## config.mk

```make
export PLATFORM = sky130hd
export DESIGN_NAME = lr3_disp_scan
export DESIGN_NICKNAME = d
export VERILOG_FILES = /design/src/rtl/lr3_disp_pkg.sv /design/src/rtl/lr3_hex7seg.sv /design/src/rtl/lr3_disp_scan.sv
export SDC_FILE = /design/constraint.sdc
export NUM_CORES = 1
export LEC_CHECK = 0
export ABC_AREA = 0
export CAP_MARGIN = 20
export CORE_MARGIN = 10
export CORE_UTILIZATION = 50
export DETAILED_ROUTE_END_ITERATION = 12
export PLACE_DENSITY_LB_ADDON = 0.08
export SYNTH_ARGS = -nofsm -noshare
export SYNTH_HDL_FRONTEND = slang
export SYNTH_SLANG_ARGS = --single-unit
```

## constraint.sdc

```tcl
create_clock -name CLK -period 2.81 [get_ports CLK]
set_input_delay 0.7025 -clock CLK [delete_from_list [all_inputs] [get_ports CLK]]
set_output_delay 0.7025 -clock CLK [all_outputs]
set_load 0.02 [all_outputs]
```

## src/rtl/lr3_disp_pkg.sv

```systemverilog
// ---------------------------------------------------------------------------
// lr3_disp_pkg
// Shared constants for the 7-segment display scanner:
//   - SEG_A..SEG_G : bit positions of each segment in a 7-bit segment word
//   - SEG_CODE     : active-high gfedcba patterns for hex digits 0..F
//   - hex_to_seg() : nibble -> active-high segment word
// ---------------------------------------------------------------------------
package lr3_disp_pkg;

  localparam int SEG_A = 0;
  localparam int SEG_B = 1;
  localparam int SEG_C = 2;
  localparam int SEG_D = 3;
  localparam int SEG_E = 4;
  localparam int SEG_F = 5;
  localparam int SEG_G = 6;

  // Glyphs: 0 1 2 3 4 5 6 7 8 9 A b C d E F
  localparam logic [6:0] SEG_CODE [16] = '{
    7'h3F, 7'h06, 7'h5B, 7'h4F, 7'h66, 7'h6D, 7'h7D, 7'h07,
    7'h7F, 7'h6F, 7'h77, 7'h7C, 7'h39, 7'h5E, 7'h79, 7'h71
  };

  function automatic logic [6:0] hex_to_seg(input logic [3:0] nib);
    return SEG_CODE[nib];
  endfunction

endpackage

```

## src/rtl/lr3_hex7seg.sv

```systemverilog
// ---------------------------------------------------------------------------
// lr3_hex7seg
// Combinational hex nibble to 7-segment decoder, active-high outputs.
// Ports:
//   nib  in  4  hex digit value
//   seg  out 7  segment pattern, seg[SEG_A]=a ... seg[SEG_G]=g
// ---------------------------------------------------------------------------
module lr3_hex7seg
  import lr3_disp_pkg::*;
(
  input  logic [3:0] nib,
  output logic [6:0] seg
);

  logic [6:0] code;

  assign code = hex_to_seg(nib);

  // Named taps keep the a..g pin mapping explicit at the module boundary.
  assign seg[SEG_A] = code[SEG_A];
  assign seg[SEG_B] = code[SEG_B];
  assign seg[SEG_C] = code[SEG_C];
  assign seg[SEG_D] = code[SEG_D];
  assign seg[SEG_E] = code[SEG_E];
  assign seg[SEG_F] = code[SEG_F];
  assign seg[SEG_G] = code[SEG_G];

endmodule

```

## src/rtl/lr3_disp_scan.sv

```systemverilog
// ---------------------------------------------------------------------------
// lr3_disp_scan
// Multiplexed 7-segment display scanner. Each DISP_CE strobe advances the
// active digit; new display data is staged by LOAD and committed only when
// the digit index wraps, so a frame never mixes old and new data.
// Ports:
//   CLK, RST_N   clock, asynchronous active-low reset
//   DISP_CE      one-cycle scan-step strobe
//   DATA_IN      4*N_DIGITS hex nibbles, digit i = DATA_IN[4i+3:4i]
//   DP_IN        decimal point per digit
//   EN_IN        per-digit enable mask
//   LOAD         capture DATA_IN/DP_IN/EN_IN into staging
//   LOAD_ACK     one-cycle pulse when staged data is committed
//   PENDING      staging holds uncommitted data
//   FRAME_DONE   one-cycle pulse on digit-index wrap
//   AN, SEG, DP  anodes, segments (SEG[0]=a..SEG[6]=g), decimal point
// All outputs are registered. Polarity inversion happens only at the
// output registers; everything internal is active-high.
// ---------------------------------------------------------------------------
module lr3_disp_scan
  import lr3_disp_pkg::*;
#(
  parameter int N_DIGITS    = 8,
  parameter int BLANK_CYC   = 2,
  parameter bit LZB         = 1'b1,
  parameter bit AN_ACT_LOW  = 1'b1,
  parameter bit SEG_ACT_LOW = 1'b1
) (
  input  logic                  CLK,
  input  logic                  RST_N,
  input  logic                  DISP_CE,
  input  logic [4*N_DIGITS-1:0] DATA_IN,
  input  logic [N_DIGITS-1:0]   DP_IN,
  input  logic [N_DIGITS-1:0]   EN_IN,
  input  logic                  LOAD,
  output logic                  LOAD_ACK,
  output logic                  PENDING,
  output logic                  FRAME_DONE,
  output logic [N_DIGITS-1:0]   AN,
  output logic [6:0]            SEG,
  output logic                  DP
);

  localparam int                IW      = $clog2(N_DIGITS);
  localparam logic [IW-1:0]     LAST    = IW'(N_DIGITS - 1);
  localparam logic [N_DIGITS-1:0] AN_OFF  = {N_DIGITS{AN_ACT_LOW}};
  localparam logic [6:0]        SEG_OFF = {7{SEG_ACT_LOW}};

  // Current state
  logic [IW-1:0]         idx;
  logic [7:0]            blank_cnt;
  logic [4*N_DIGITS-1:0] act_data, stage_data;
  logic [N_DIGITS-1:0]   act_dp, stage_dp;
  logic [N_DIGITS-1:0]   act_en, stage_en;

  // Next state; the output registers are computed from these so that
  // SEG/DP for the newly selected digit appear one cycle after DISP_CE.
  logic                  wrap;
  logic [IW-1:0]         idx_n;
  logic [7:0]            blank_n;
  logic [4*N_DIGITS-1:0] act_data_n;
  logic [N_DIGITS-1:0]   act_dp_n;
  logic [N_DIGITS-1:0]   act_en_n;

  logic [3:0]            nib_n [N_DIGITS];
  logic [N_DIGITS-1:0]   tail_zero;
  logic [3:0]            cur_nib;
  logic [6:0]            cur_seg;
  logic                  show;
  logic [N_DIGITS-1:0]   an_hi;
  logic [6:0]            seg_hi;
  logic                  dp_hi;

  // NOTE: every variable assigned in an always_comb gets a default at the
  // top of the block, so no path can leave it unassigned and infer a latch.
  always_comb begin
    wrap       = DISP_CE && (idx == LAST);
    idx_n      = idx;
    act_data_n = act_data;
    act_dp_n   = act_dp;
    act_en_n   = act_en;
    blank_n    = (blank_cnt != 8'd0) ? blank_cnt - 8'd1 : 8'd0;

    if (DISP_CE) begin
      idx_n   = wrap ? '0 : idx + 1'b1;
      blank_n = 8'(BLANK_CYC);
    end

    // A LOAD coinciding with the wrap bypasses staging so the new frame
    // starts with the freshest data.
    if (wrap && LOAD) begin
      act_data_n = DATA_IN;
      act_dp_n   = DP_IN;
      act_en_n   = EN_IN;
    end else if (wrap && PENDING) begin
      act_data_n = stage_data;
      act_dp_n   = stage_dp;
      act_en_n   = stage_en;
    end
  end

  // tail_zero[i]: every nibble and DP bit from digit i up to the top digit
  // is zero, i.e. digit i is a leading zero.
  always_comb begin
    logic z;
    z         = 1'b1;
    tail_zero = '0;
    for (int i = 0; i < N_DIGITS; i++) begin
      nib_n[i] = act_data_n[4*i +: 4];
    end
    for (int i = N_DIGITS - 1; i >= 0; i--) begin
      z            = z && (nib_n[i] == 4'd0) && !act_dp_n[i];
      tail_zero[i] = z;
    end
  end

  assign cur_nib = nib_n[idx_n];

  lr3_hex7seg u_hex7seg (
    .nib (cur_nib),
    .seg (cur_seg)
  );

  // A suppressed digit still consumes its scan slot but lights nothing.
  always_comb begin
    show   = act_en_n[idx_n] && !(LZB && (idx_n != '0) && tail_zero[idx_n]);
    an_hi  = '0;
    seg_hi = show ? cur_seg : 7'd0;
    dp_hi  = show && act_dp_n[idx_n];
    if (show && (blank_n == 8'd0)) begin
      an_hi[idx_n] = 1'b1;
    end
  end

  // NOTE: sequential state is written only with non-blocking assignments so
  // every register samples pre-edge values regardless of statement order.
  // NOTE: the data registers here are plain flops, not a RAM, so they take
  // the asynchronous reset like the rest of the state.
  always_ff @(posedge CLK or negedge RST_N) begin
    if (!RST_N) begin
      idx        <= '0;
      blank_cnt  <= 8'd0;
      act_data   <= '0;
      act_dp     <= '0;
      act_en     <= '0;
      stage_data <= '0;
      stage_dp   <= '0;
      stage_en   <= '0;
      PENDING    <= 1'b0;
      LOAD_ACK   <= 1'b0;
      FRAME_DONE <= 1'b0;
      AN         <= AN_OFF;
      SEG        <= SEG_OFF;
      DP         <= SEG_ACT_LOW;
    end else begin
      idx       <= idx_n;
      blank_cnt <= blank_n;
      act_data  <= act_data_n;
      act_dp    <= act_dp_n;
      act_en    <= act_en_n;

      if (LOAD) begin
        stage_data <= DATA_IN;
        stage_dp   <= DP_IN;
        stage_en   <= EN_IN;
      end

      // Wrap always empties staging: it either commits or bypasses.
      if (wrap) begin
        PENDING <= 1'b0;
      end else if (LOAD) begin
        PENDING <= 1'b1;
      end

      LOAD_ACK   <= wrap && (LOAD || PENDING);
      FRAME_DONE <= wrap;
      AN         <= an_hi ^ AN_OFF;
      SEG        <= seg_hi ^ SEG_OFF;
      DP         <= dp_hi ^ SEG_ACT_LOW;
    end
  end

endmodule
```

==> flow_summary_export.csv <==
group,metric,value,unit
worst_setup_path,cp_common_cell,"buf_6",
logic_synthesis,yosys.area_share.simple,0.133,
logic_synthesis,synth_top_family_by_area,"compound AO/OA/AOI/OAI gates",
die,fp-row-count,41,
die,die_h,132,um
global_route,grt_usage,0.208,
logic_synthesis,synth_compound_area_frac,0.200,
logic_synthesis,synth_mux_area_frac,0.0869,
drt,drc,0,
clock_network,cts_buffers,17,
logic_synthesis,synth_cell_types,72,
worst_setup_path,slowest_delay,0.38,ns
clock_network,clock_sinks,126,
worst_setup_path,startpoint_type,"flip-flop",
power,p_seq_frac,0.254,
cells_and_area,final_common_cell,"buf_4",
worst_setup_path,worstSetupPathType,"reg -> reg",
clock_network,cts_hold_buf,0,
logic_synthesis,synth_cells,594,
logic_synthesis,ys_warn_count,0,
logic_synthesis,synth_top_area_share,0.435,
logic_synthesis,ys_seq_area_frac,0.502,
cells_and_area,stdcell_area,8890,um^2
power,powerDensity,1200,nW/um^2
power,power.internal,6.55,mW
die,die_w,132,um
job,maxCapViolations,0,
sta,fmax,349,MHz
logic_synthesis,async_flop_share,1.00,
logic_synthesis,yosysTopAreaCell,"dfrtp_1",
drt,via_per_inst,5.63,
cells_and_area,antennaDiodeCount,0,
die,initial_core_util,0.505,
sta,post-route-worst-setup-slack,-0.0533,ns
worst_setup_path,path_delay_family,"compound AO/OA/AOI/OAI gates",
power,netSwitchingFraction,0.386,
drt,vias,5471,
placement,portBuffers,70,
clock_network,clockBufferDepth,2,
sta,slew_headroom,0.611,
drt,wl_per_cell,18.9,um
worst_setup_path,r2r_cells,15,
sta,period_share,1.02,
clock_network,cts.htree.levels,4,
sta,final-setup-viol-count,4,
sta,rsz0062_at_grt,"true",
sta,fin_crit,2.86,ns
logic_synthesis,synthFlopType,"dfrtp_1",
logic_synthesis,syn-cell-area,6320,um^2
hold_path,hold_path.class,"in -> async",
worst_setup_path,worst-path-max-fanout,7,
logic_synthesis,avgSynthCellArea,10.6,um^2
cells_and_area,stdcell_count,971,
global_route,grt-ovfl-total,0,
worst_setup_path,rr_endpoint,"SEG[0]$_DFF_PN1_",
power,clkPwrFrac,0.187,
clock_network,cts-root-buf,"clkbuf_16",
cells_and_area,nets,848,
drt,ant_nets,0,
sta,hold_ws,0.105,ns
logic_synthesis,synth-seq-cells,126,
drt,drt_iter0_drc,413,
placement,dpl_cell_area,8070,um^2
drt,drtPass1Iterations,7,
worst_setup_path,arrival,3.21,ns
clock_network,clock_latency,0.42,ns
placement,place.gp.congestion,0.919,
clock_network,clk_pin_slew,0.05,ns
sta,worst_clock_skew,0.0109,ns
worst_setup_path,r2r_setup_slack,-0.05,ns
worst_setup_path,worst-path-buf-inv,5,
worst_setup_path,r2r-start,"idx[0]$_DFF_PN0_",
global_route,grt_pass1_vias,5691,
die,core,12500,um^2
cells_and_area,area_growth,40.6,%
power,ir_worst_vdd,0.000977,V
power,power_switching,4.11,mW
power,p_leak,3.81,nW
placement,dp_hpwl,13.5,mm
cells_and_area,drive_above_1_share,0.362,
worst_setup_path,crit_chain,"ha_2 > ha_4 > o211ai_4 > clkinv_4 > buf_6 > buf_6 > o221ai_4 > o2111ai_2 > nor3_2 > nor4b_4 > o2111a_2 > a31oi_4 > buf_12 > buf_6 > o21ai_2",
placement,placed_cells,929,
worst_setup_path,crit_required,3.16,ns
status,violations,"negative setup slack",
logic_synthesis,syn-num-nets,656,
drt,drt_wl_total,18.4,mm
power,p_comb_frac,0.558,
sta,final_max_slew_viol_count,0,
sta,worstMarginPinSlew,0.583,ns
cells_and_area,layout_common_cells,"buf_4, dfrtp_1, clkdlybuf4s50_1",
status,status,"finished, violations left",
logic_synthesis,synth.area.top_cells,"dfrtp_1, mux2_2, dfstp_2",
logic_synthesis,synthAdderAreaFrac,0.0198,
global_route,antenna_found_initial,0,
die,dieArea,17500,um^2
logic_synthesis,synthXorXnorAreaFrac,0.00554,
worst_setup_path,critPathSlowestCell,"dfrtp_1",
die,io_pins,71,
global_route,grt_max_degree,74,
clock_network,cts_tree,"built",
global_route,grt_pass1_wl,29.3,mm
logic_synthesis,synth_edf_count,0,
sta,hold_violations,0,
worst_setup_path,cp-end-kind,"flip-flop",
cells_and_area,final_util,0.711,
[metrics by stage]
stage / TNS (ns) / setup slack, ns / total power [mW]
CTS: 0 / 0.000325 / 10.1
detailed placement: -8.36 / -0.692 / 7.91
global route: -1.39 / -0.141 / 11.3
floorplan: -0.0253 / -0.0253 / 5.70
finish: -0.102 / -0.0533 / 10.7
global placement: -7.91 / -0.669 / 7.80
[synth_stat cells (all sizes together), types with 6 or more instances]
library cell and count:
dfstp 16, a21oi 46, ha 10, nand2 34, mux2 44, nand4 7, buf 23, nand3 8
a21o 6, o221ai 9, nor3 8, o21ai 37, nor3b 6, dfrtp 110, a22oi 12, nor2 60
nor2b 8, clkbuf 11, nand2b 7, a211oi 8, or3b 6, o22ai 30, inv 27
[power groups by stage]
stage | Sequential [mW] | Combinational (mW) | Clock [mW]
final | 2.71 | 5.95 | 2.00
after global routing | 2.78 | 6.38 | 2.11
after CTS | 2.70 | 5.39 | 2.02
after detailed placement | 2.72 | 5.19 | 0
after global placement | 2.69 | 5.10 | 0
after floorplan | 2.76 | 2.94 | 0
[cell families after synthesis]
| group | Yosys count |
|---|---|
| AO/OA/AOI/OAI | 181 |
| XOR/XNOR | 4 |
| adder cells (fa/ha/maj) | 10 |
| buffers and inverters | 61 |
| flip-flops | 126 |
| multiplexers | 49 |
| AND/OR/NAND/NOR | 163 |
[layer usage]
metal	global-route usage	vias to the layer above	share of wire
met5	0	-	0
met4	0.0758	0	0.023
met3	0.0560	30	0.044
met2	0.342	164	0.49
met1	0.258	2713	0.44
li1	-	2564	-
[state kept, by name, indices dropped and copies added (netlist names), 3 cells and up]
name        cells
AN              8
blank_cnt       8
act_dp          8
stage_en        8
stage_data     32
act_data       32
act_en          8
stage_dp        8
SEG             7
idx             3
[timing repair]
item,CTS,global route
cloned,1,1
endpoints found under the setup margin,15,15
pin swaps,2,20
setup buffers,2,6
resized for setup,9,35
[worst max path at each step]
| stage | from | endpoint | slack [ns] | cells after the start |
|---|---|---|---|---|
| final | idx[0]$_DFF_PN0_ | SEG[0]$_DFF_PN1_ | -0.05 | 15 |
| after global routing | idx[0]$_DFF_PN0_ | SEG[0]$_DFF_PN1_ | -0.14 | 15 |
| after CTS | idx[1]$_DFF_PN0_ | SEG[3]$_DFF_PN1_ | 0.0003 | 16 |
| after detailed placement | DISP_CE | SEG[0]$_DFF_PN1_ | -0.69 | 11 |
| after global placement | DISP_CE | SEG[0]$_DFF_PN1_ | -0.67 | 11 |
| after floorplan | idx[1]$_DFF_PN0_ | SEG[3]$_DFF_PN1_ | -0.03 | 18 |
[cell type report]
cell class	count	area, um^2
repair buffers	207	1840
inverters	27	106
multi-input cells	407	3030
clock inverters	7	66.3
fillers	987	3620
well taps	172	215
clock buffers	25	465
flip-flops and latches	126	3170
No activity file was read; power rests on OpenSTA's default activity.
